===== src/rtl/ex_branch_latch.sv =====
// Execute-side consumer of the decode/execute latch.
// Resolves beq/bne/j/jr, drives a registered flush/redirect back to fetch and
// decode, registers memory/writeback control into EX/MEM, squashes the single
// wrong-path instruction after a taken transfer, and holds a sticky halt.
module ex_branch_latch #(
  parameter int ADDR_W = 32,
  parameter int REG_W  = 5
) (
  input  logic              CLK,
  input  logic              nRST,
  input  logic              ex_en,
  input  logic              valid_i,
  input  logic [ADDR_W-1:0] rdat1_i,
  input  logic [ADDR_W-1:0] rdat2_i,
  input  logic [ADDR_W-1:0] imm_i,
  input  logic [ADDR_W-1:0] laddr_i,
  input  logic [ADDR_W-1:0] pc4_i,
  input  logic              beq_i,
  input  logic              bne_i,
  input  logic              jsig_i,
  input  logic              jrsig_i,
  input  logic              dREN_i,
  input  logic              dWEN_i,
  input  logic              reg_wr_i,
  input  logic              halt_i,
  input  logic [REG_W-1:0]  wsel_i,
  output logic              flush,
  output logic              redirect_valid,
  output logic [ADDR_W-1:0] redirect_pc,
  output logic              valid_o,
  output logic              dREN_o,
  output logic              dWEN_o,
  output logic              reg_wr_o,
  output logic [REG_W-1:0]  wsel_o,
  output logic [ADDR_W-1:0] stdat_o,
  output logic              halt_o
);

  typedef enum logic [1:0] {
    RUN    = 2'd0,
    SQUASH = 2'd1,
    HALTED = 2'd2
  } state_t;

  state_t state, state_nxt;

  // Next-cycle values of every registered output.
  logic              flush_nxt;
  logic              redirect_valid_nxt;
  logic [ADDR_W-1:0] redirect_pc_nxt;
  logic              valid_nxt;
  logic              dren_nxt;
  logic              dwen_nxt;
  logic              reg_wr_nxt;
  logic [REG_W-1:0]  wsel_nxt;
  logic [ADDR_W-1:0] stdat_nxt;
  logic              halt_nxt;

  // Branch resolution, purely combinational on the decode latch contents.
  logic              eq;
  logic              taken;
  logic [ADDR_W-1:0] target;

  // PC-relative target: the immediate is already sign-extended, so a plain
  // modular add of the word-scaled offset gives the right two's-complement result.
  function automatic logic [ADDR_W-1:0] rel_target(input logic [ADDR_W-1:0] pc4,
                                                   input logic [ADDR_W-1:0] imm);
    logic signed [ADDR_W-1:0] off;
    off = $signed(imm) <<< 2;
    return pc4 + $unsigned(off);
  endfunction

  assign eq     = (rdat1_i == rdat2_i);
  assign taken  = jrsig_i | jsig_i | (beq_i & eq) | (bne_i & ~eq);
  assign target = jrsig_i ? rdat1_i :
                  jsig_i  ? laddr_i :
                            rel_target(pc4_i, imm_i);

  // State register; reset is asynchronous so it lands even mid-squash.
  always_ff @(posedge CLK or negedge nRST) begin
    if (!nRST) begin
      state <= RUN;
    end else begin
      state <= state_nxt;
    end
  end

  // Next state and next outputs; a held stage keeps everything but the pulses.
  always_comb begin
    state_nxt          = state;
    flush_nxt          = 1'b0;
    redirect_valid_nxt = 1'b0;
    redirect_pc_nxt    = redirect_pc;
    valid_nxt          = valid_o;
    dren_nxt           = dREN_o;
    dwen_nxt           = dWEN_o;
    reg_wr_nxt         = reg_wr_o;
    wsel_nxt           = wsel_o;
    stdat_nxt          = stdat_o;
    halt_nxt           = halt_o;

    if (ex_en) begin
      // Default for an accepting edge is a bubble; only a live RUN instruction
      // overrides it.
      valid_nxt  = 1'b0;
      dren_nxt   = 1'b0;
      dwen_nxt   = 1'b0;
      reg_wr_nxt = 1'b0;
      wsel_nxt   = wsel_i;
      stdat_nxt  = rdat2_i;

      case (state)
        RUN: begin
          if (valid_i) begin
            if (halt_i) begin
              // Halt wins over any transfer bit: no redirect, nothing retires.
              halt_nxt  = 1'b1;
              state_nxt = HALTED;
            end else begin
              valid_nxt  = 1'b1;
              dren_nxt   = dREN_i;
              dwen_nxt   = dWEN_i;
              reg_wr_nxt = reg_wr_i;
              if (taken) begin
                flush_nxt          = 1'b1;
                redirect_valid_nxt = 1'b1;
                redirect_pc_nxt    = target;
                state_nxt          = SQUASH;
              end
            end
          end
        end
        SQUASH: begin
          // The instruction accepted now was fetched down the wrong path.
          state_nxt = RUN;
        end
        HALTED: begin
          halt_nxt = 1'b1;
        end
        default: begin
          state_nxt = RUN;
        end
      endcase
    end
  end

  // EX/MEM latch and redirect outputs.
  always_ff @(posedge CLK or negedge nRST) begin
    if (!nRST) begin
      flush          <= 1'b0;
      redirect_valid <= 1'b0;
      redirect_pc    <= '0;
      valid_o        <= 1'b0;
      dREN_o         <= 1'b0;
      dWEN_o         <= 1'b0;
      reg_wr_o       <= 1'b0;
      wsel_o         <= '0;
      stdat_o        <= '0;
      halt_o         <= 1'b0;
    end else begin
      flush          <= flush_nxt;
      redirect_valid <= redirect_valid_nxt;
      redirect_pc    <= redirect_pc_nxt;
      valid_o        <= valid_nxt;
      dREN_o         <= dren_nxt;
      dWEN_o         <= dwen_nxt;
      reg_wr_o       <= reg_wr_nxt;
      wsel_o         <= wsel_nxt;
      stdat_o        <= stdat_nxt;
      halt_o         <= halt_nxt;
    end
  end

endmodule


===== config.mk =====
export PLATFORM = sky130hd
export DESIGN_NAME = ex_branch_latch
export DESIGN_NICKNAME = d
export VERILOG_FILES = /design/src/rtl/ex_branch_latch.sv
export SDC_FILE = /design/constraint.sdc
export NUM_CORES = 1
export LEC_CHECK = 0
export ABC_AREA = 1
export CORE_MARGIN = 2
export CORE_UTILIZATION = 40
export CTS_BUF_LIST = sky130_fd_sc_hd__clkbuf_16
export CTS_CLUSTER_DIAMETER = 120
export DETAILED_ROUTE_END_ITERATION = 8
export PLACE_DENSITY_LB_ADDON = 0.08
export SLEW_MARGIN = 20
export SYNTH_ARGS = -nofsm -noshare
export SYNTH_HDL_FRONTEND = slang
export SYNTH_SLANG_ARGS = --single-unit

===== constraint.sdc =====
create_clock -name CLK -period 1.35 [get_ports CLK]
set_input_delay 0.27 -clock CLK [delete_from_list [all_inputs] [get_ports CLK]]
set_output_delay 0.27 -clock CLK [all_outputs]
set_load 0.03 [all_outputs]

==> impl_metrics.env, run 1 <==
export IMPL_hold_viol=0
export IMPL_period_share_pct=123
export IMPL_layout_commonest_cell="nand2_1"
export IMPL_cp_max_fo=4
export IMPL_p_per_area_nw_per_um2=1060
export IMPL_drt_iter0_markers=506
export IMPL_port_buffers=250
export IMPL_post_dp_cell_area_um2=10700
export IMPL_holdPathStages=2
export IMPL_cp_cell_sequence="buf_6 -> ha_4 -> fa_2 -> nand3_2 -> nand3_4 -> nand2_2 -> nand2_4 -> nand3_2 -> nand2_1 -> nand2_1 -> nand3_2 -> nand2_1 -> o21ai_1 -> nand2_1 -> nand2_1"
export IMPL_final_area_um2=12500
export IMPL_num_vias=8335
export IMPL_switching_share_pct=41.1
export IMPL_cts_buffers=9
export IMPL_fillers=1069
export IMPL_num_antenna_cells=0
export IMPL_yosysSeqAreaShare_pct=30.4
export IMPL_root_buffer="clkbuf_16"
export IMPL_vias_per_cell=4.96
export IMPL_grt_usage_pct=30.8
export IMPL_die_w_um=130
export IMPL_seqPwrFrac_pct=26.8
export IMPL_synth_warnings=0
export IMPL_placed_cells=1585
export IMPL_r2r_slack_ns=-0.25
export IMPL_clockPowerShare_pct=19.5
export IMPL_final_cell_mix="nand2_1, buf_4, nand2_2"
export IMPL_synth_nets=1224
export IMPL_tightest_slew_ns=0.464
export IMPL_overflow=0
export IMPL_grt_start_max_net_pins=78
export IMPL_worst_setup_path_type="in -> reg"
export IMPL_firstDrtPassIters=5
export IMPL_violations="setup timing"
export IMPL_crit_buf_inv=1
export IMPL_grt_pass1_vias=8270
export IMPL_cts_max_level=3
export IMPL_fin_skew_ns=0.00371
export IMPL_final_util_pct=79.5
export IMPL_clock_sinks=77
export IMPL_setup_slack_ns=-0.317
export IMPL_r2r_start="state[0]$_DFFE_PN0P_"
export IMPL_clock_latency_ns=0.34
export IMPL_p_comb_share_pct=53.7
export IMPL_drv_slew=0
export IMPL_p_total_mw=13.3
export IMPL_synth_area_um2=6340
export IMPL_place_hpwl_um=18400
export IMPL_initial_utilization_pct=40.3
export IMPL_pre_cts_slack_ns=-1.03
export IMPL_net_switching_power_mw=5.46
export IMPL_instances_no_fill=1682
export IMPL_gp_congestion=0.909
export IMPL_relSlewSlack_pct=69.1
export IMPL_fp_dieH_um=130
export IMPL_ant_nets=0
export IMPL_core_area_um2=15700
export IMPL_max_stage_delay_ns=0.41
export IMPL_hold_class="in -> reg"
export IMPL_reg2reg_depth=11
export IMPL_async_reset_ff_share_pct=100
export IMPL_required_ns=1.58
export IMPL_intPower_mw=7.84
export IMPL_post_route_drc_count=0
export IMPL_crit_arrival_ns=1.89
export IMPL_netlist_instances=1017
export IMPL_r2r_end="redirect_pc[24]$_DFFE_PN0P_"
export IMPL_wire_per_inst_um=16.2
export IMPL_status="finished, violations left"
export IMPL_min_delay_start="rdat2_i[1]"
export IMPL_fin_crit_ns=1.67
export IMPL_die_area_um2=16900
export IMPL_clkTransAtPathRegs_ns=0.06
export IMPL_max_freq_ghz=0.600
export IMPL_row_count=46
export IMPL_grt_antenna_before_repair=0
export IMPL_rsz0062_at_grt="yes"
export IMPL_synth_ff_type="dfrtp_1"
export IMPL_crit_top_cell="nand2_1"
export IMPL_critical_path_top_delay_family="simple AND/OR/NAND/NOR gates"
export IMPL_max_cap_violations=0
export IMPL_fin_nets=1669
export IMPL_peakVddDrop_uv=1350
export IMPL_area_growth_pct=97.1
export IMPL_end_kind="flip-flop"
export IMPL_yosys_cell_types_count=35
export IMPL_grt_pass1_wl_um=40400
export IMPL_clock_path_buffers=2
export IMPL_io_pin_count=253
export IMPL_cts_tree="done"
export IMPL_drt_wl_total_um=27300
export IMPL_setup_viol=33
export IMPL_min_to="stdat_o[1]$_DFFE_PN0P_"
export IMPL_p_leak_nw=6.48
export IMPL_drive_gt1_share_pct=54.5
export IMPL_avgSynthCellArea_um2=6.23
export IMPL_cp_start_kind="primary input"
export IMPL_cp_slowest_cell="fa_2"
export IMPL_synth_edf_count=0
export IMPL_ys_ff_latch=77
## state kept, by name, indices dropped and copies added (netlist names)
| name | cells |
|---|---|
| dREN_o | 1 |
| dWEN_o | 1 |
| halt_o | 1 |
| redirect_pc | 32 |
| redirect_valid | 1 |
| reg_wr_o | 1 |
| state | 2 |
| stdat_o | 32 |
| valid_o | 1 |
| wsel_o | 5 |
## through the flow
step	hold slack, ns	setup TNS (ns)
floorplan	-0.0256	-4.36
global placement	0.328	-32.92
detailed placement	0.331	-33.58
CTS	0.186	-7.06
global route	0.160	-10.74
finish	0.162	-7.61
## what timing repair did
item / 4_1_cts / 5_1_grt
gates resized for setup: 686 / 350
hold endpoints to repair: 77 / 0
endpoints found under the setup margin: 86 / 79
pin swaps: 159 / 172
gates cloned: 5 / 4
hold buffers: 1 / 0
setup buffers: 65 / 18
## worst max path at each step
| stage | from | end | depth (start not counted) |
|---|---|---|---|
| floorplan | imm_i[0] | redirect_pc[18]$_DFFE_PN0P_ | 14 |
| global placement | rdat2_i[9] | redirect_pc[21]$_DFFE_PN0P_ | 17 |
| detailed placement | rdat2_i[9] | redirect_pc[26]$_DFFE_PN0P_ | 15 |
| CTS | state[1]$_DFFE_PN0P_ | redirect_pc[12]$_DFFE_PN0P_ | 10 |
| global route | rdat1_i[17] | redirect_pc[30]$_DFFE_PN0P_ | 18 |
| finish | pc4_i[2] | redirect_pc[16]$_DFFE_PN0P_ | 15 |
## cells by family (layout without fill, tap and decap cells)
| logic type | after synthesis | in the layout | synth area share, % |
|---|---|---|---|
| simple gates | 602 | 602 | 38.0 |
| flops | 77 | 77 | 30.4 |
| xor+xnor | 22 | 22 | 3.04 |
| fa+ha+maj | 30 | 30 | 6.04 |
| buf+inv | 179 | 628 | 11.3 |
| mux | 22 | 22 | 3.91 |
| compound gates | 85 | 85 | 7.32 |
## routing by layer
metal,GRT usage (%),up-vias,routed length [µm],share of wire [%]
met4,9.17,0,980,3.6
li1,-,4038,-,-
met5,0,-,0,0
met2,53.5,354,13300,49
met3,6.85,62,2050,7.5
met1,38.4,3881,10900,40
## layout make-up
class | count | area (µm²) | share of cell area, %
inverter | 152 | 614 | 4.92
tap | 216 | 270 | 2.16
timing repair inverter | 3 | 48.8 | 0.391
multi-input combinational | 761 | 5390 | 43.1
clock inverter | 6 | 78.8 | 0.631
clock buffer | 9 | 225 | 1.80
sequential | 77 | 1930 | 15.4
timing repair buffer | 458 | 3950 | 31.6
## power by group through the flow
stage / combinational [mW] / sequential (mW) / clock (mW)
after global placement: 6.10 / 3.45 / 0
final: 7.14 / 3.56 / 2.60
after global routing: 7.60 / 3.60 / 2.72
after detailed placement: 6.17 / 3.45 / 0
after floorplan: 1.85 / 4.45 / 0
after CTS: 6.65 / 3.47 / 2.59
## synth_stat cells, types with 3 or more instances
master	number	area share (%)
nand2_1	406	24
inv_1	150	8.9
nor2_1	107	6.3
dfrtp_1	77	30
nand3_1	68	5.4
a21oi_1	43	3.4
ha_1	29	5.7
o21ai_0	24	1.9
mux2_2	22	3.9
xnor2_1	17	2.3
clkbuf_1	13	0.77
or2_2	7	0.69
nand4_1	5	0.49
xor2_1	5	0.69
buf_1	4	0.24
buf_4	4	0.47
o21bai_1	4	0.47
a31o_2	3	0.41
buf_2	3	0.24
buf_6	3	0.53
o21ai_1	3	0.24
No activity file was read; power rests on OpenSTA's default activity.
==> inputs of run 2 (changes only) <==
--- a/config.mk
+++ b/config.mk
@@ -11,6 +11,7 @@
 export CTS_BUF_LIST = sky130_fd_sc_hd__clkbuf_16
 export CTS_CLUSTER_DIAMETER = 120
 export DETAILED_ROUTE_END_ITERATION = 8
+export MAX_ROUTING_LAYER = met4
 export PLACE_DENSITY_LB_ADDON = 0.08
 export SLEW_MARGIN = 20
 export SYNTH_ARGS = -nofsm -noshare
==> impl_metrics.env, run 2 (synthesized netlist as in run 1, its figures left out) <==
export IMPL_status="finished, violations left"
export IMPL_violations="setup timing"
export IMPL_cts_max_level=3
export IMPL_port_buffers=250
export IMPL_worst_setup_path_type="in -> reg"
export IMPL_period_share_pct=127
export IMPL_num_vias=8366
export IMPL_fin_nets=1678
export IMPL_hold_viol=0
export IMPL_crit_path_end="redirect_pc[12]$_DFFE_PN0P_"
export IMPL_io_pin_count=253
export IMPL_fillers=1063
export IMPL_gp_congestion=0.919
export IMPL_layout_commonest_cell="nand2_1"
export IMPL_final_cell_mix="nand2_1, buf_4, inv_1"
export IMPL_rsz0062_at_grt="yes"
export IMPL_required_ns=1.58
export IMPL_drv_slew=0
export IMPL_max_cap_violations=0
export IMPL_grt_usage_pct=31.4
export IMPL_r2r_start="state[1]$_DFFE_PN0P_"
export IMPL_grt_antenna_before_repair=0
export IMPL_die_area_um2=16900
export IMPL_wire_per_inst_um=16.0
export IMPL_cp_startpoint="pc4_i[2]"
export IMPL_vias_per_cell=4.94
export IMPL_r2r_end="redirect_pc[16]$_DFFE_PN0P_"
export IMPL_cts_buffers=9
export IMPL_intPower_mw=8.12
export IMPL_cp_max_fo=3
export IMPL_setup_slack_ns=-0.358
export IMPL_r2r_slack_ns=-0.31
export IMPL_max_freq_ghz=0.585
export IMPL_clock_path_buffers=2
export IMPL_final_util_pct=80.2
export IMPL_drt_wl_total_um=27100
export IMPL_fp_dieH_um=130
export IMPL_ant_nets=0
export IMPL_grt_pass1_wl_um=40000
export IMPL_clock_latency_ns=0.34
export IMPL_relSlewSlack_pct=70.0
export IMPL_grt_pass1_vias=8352
export IMPL_overflow=0
export IMPL_clkTransAtPathRegs_ns=0.06
export IMPL_tightest_slew_ns=0.450
export IMPL_crit_arrival_ns=1.94
export IMPL_row_count=46
export IMPL_drive_gt1_share_pct=53.5
export IMPL_root_buffer="clkbuf_16"
export IMPL_setup_viol=35
export IMPL_p_per_area_nw_per_um2=1080
export IMPL_reg_largest_list="redirect_pc x32, stdat_o x32, wsel_o x5"
export IMPL_hold_class="in -> reg"
export IMPL_die_w_um=130
export IMPL_clock_sinks=77
export IMPL_fin_skew_ns=0.00749
export IMPL_net_switching_power_mw=5.43
export IMPL_grt_start_max_net_pins=78
export IMPL_p_comb_share_pct=53.4
export IMPL_core_area_um2=15700
export IMPL_p_total_mw=13.6
export IMPL_p_leak_nw=6.54
export IMPL_drt_iter0_markers=503
export IMPL_seqPwrFrac_pct=26.1
export IMPL_peakVddDrop_uv=1150
export IMPL_fin_crit_ns=1.71
export IMPL_cp_start_kind="primary input"
export IMPL_num_antenna_cells=0
export IMPL_switching_share_pct=40.1
export IMPL_reg2reg_depth=11
export IMPL_clockPowerShare_pct=20.6
export IMPL_initial_utilization_pct=40.3
export IMPL_area_growth_pct=98.8
export IMPL_cts_tree="done"
export IMPL_firstDrtPassIters=6
export IMPL_end_kind="flip-flop"
export IMPL_place_hpwl_um=18300
export IMPL_post_route_drc_count=0
## run 2: cell count changes in the layout (fill, tap and decap cells not counted), sizes merged, moves of 4 or more
cell,delta
inv,+4
clkinv,-4
clkbuf,-32
buf,+37
dlygate4sd2,+4
## run 2: cell type report
type / count / area, µm² / share of cell area [%]
Clock buffer: 9 / 225 / 1.79
Clock inverter: 7 / 106 / 0.844
Inverter: 152 / 612 / 4.86
Multi-Input combinational cell: 761 / 5330 / 42.3
Sequential cell: 77 / 1930 / 15.3
Tap cell: 216 / 270 / 2.14
Timing Repair Buffer: 467 / 4080 / 32.4
Timing Repair inverter: 3 / 48.8 / 0.387
## run 2: power by group through the flow
stage	clock network (mW)	registers, mW	logic [mW]
after floorplan	0	4.45	1.85
after global placement	0	3.45	6.09
after detailed placement	0	3.44	6.16
after CTS	2.78	3.45	6.85
after global routing	2.90	3.60	7.66
final	2.79	3.54	7.23
## run 2: worst min path at each step
stage | from | end | slack (ns) | cells past startpoint
after floorplan | nRST | dREN_o$_DFFE_PN0P_ | -0.03 | 0
after detailed placement | nRST | state[1]$_DFFE_PN0P_ | 0.33 | 2
after global routing | rdat2_i[9] | stdat_o[9]$_DFFE_PN0P_ | 0.16 | 3
final | rdat2_i[4] | stdat_o[4]$_DFFE_PN0P_ | 0.16 | 2
after CTS | rdat2_i[4] | stdat_o[4]$_DFFE_PN0P_ | 0.15 | 2
after global placement | nRST | state[1]$_DFFE_PN0P_ | 0.33 | 2
## run 2: repair_timing
action                                  4_1_cts  5_1_grt
gates resized for setup                     873      178
hold buffers                                  1        0
pin swaps                                   209      118
gates cloned                                  7        0
endpoints found under the hold margin        77        0
buffers inserted                             83       17
endpoints found under the setup margin       86       79
## run 2: per-stage QoR
step | setup TNS, ns | hold WS (ns) | setup slack, ns | std cells | cell area, µm²
3_3_place_gp | -33.27 | 0.329 | -1.02 | 1581 | 10600
2_1_floorplan | -4.36 | -0.0256 | -0.313 | 1017 | 6850
3_5_place_dp | -33.81 | 0.331 | -1.05 | 1581 | 10600
6_report | -9.10 | 0.159 | -0.358 | 1692 | 12600
4_1_cts | -7.41 | 0.153 | -0.269 | 1688 | 12300
5_1_grt | -10.83 | 0.161 | -0.377 | 1692 | 12600
## run 2: metal layers
metal  part of all wire, %  GRT usage [%]  vias up  wire [µm]
li1                      -              -     4062          -
met1                    41           37.3     3920      11000
met2                    50           54.8      328      13700
met3                   6.5           5.25       56       1760
met4                   2.6           8.92        0        718
met5                     0              -        -          0
## run 2: worst max-delay path, cell delays in order
cell	delay, ns
buf_6	0.10
ha_4	0.15
fa_2	0.42
buf_4	0.16
nand3_2	0.10
nand3_4	0.11
buf_4	0.16
nor2_1	0.12
o21ai_1	0.10
a21boi_1	0.17
o21ai_2	0.08
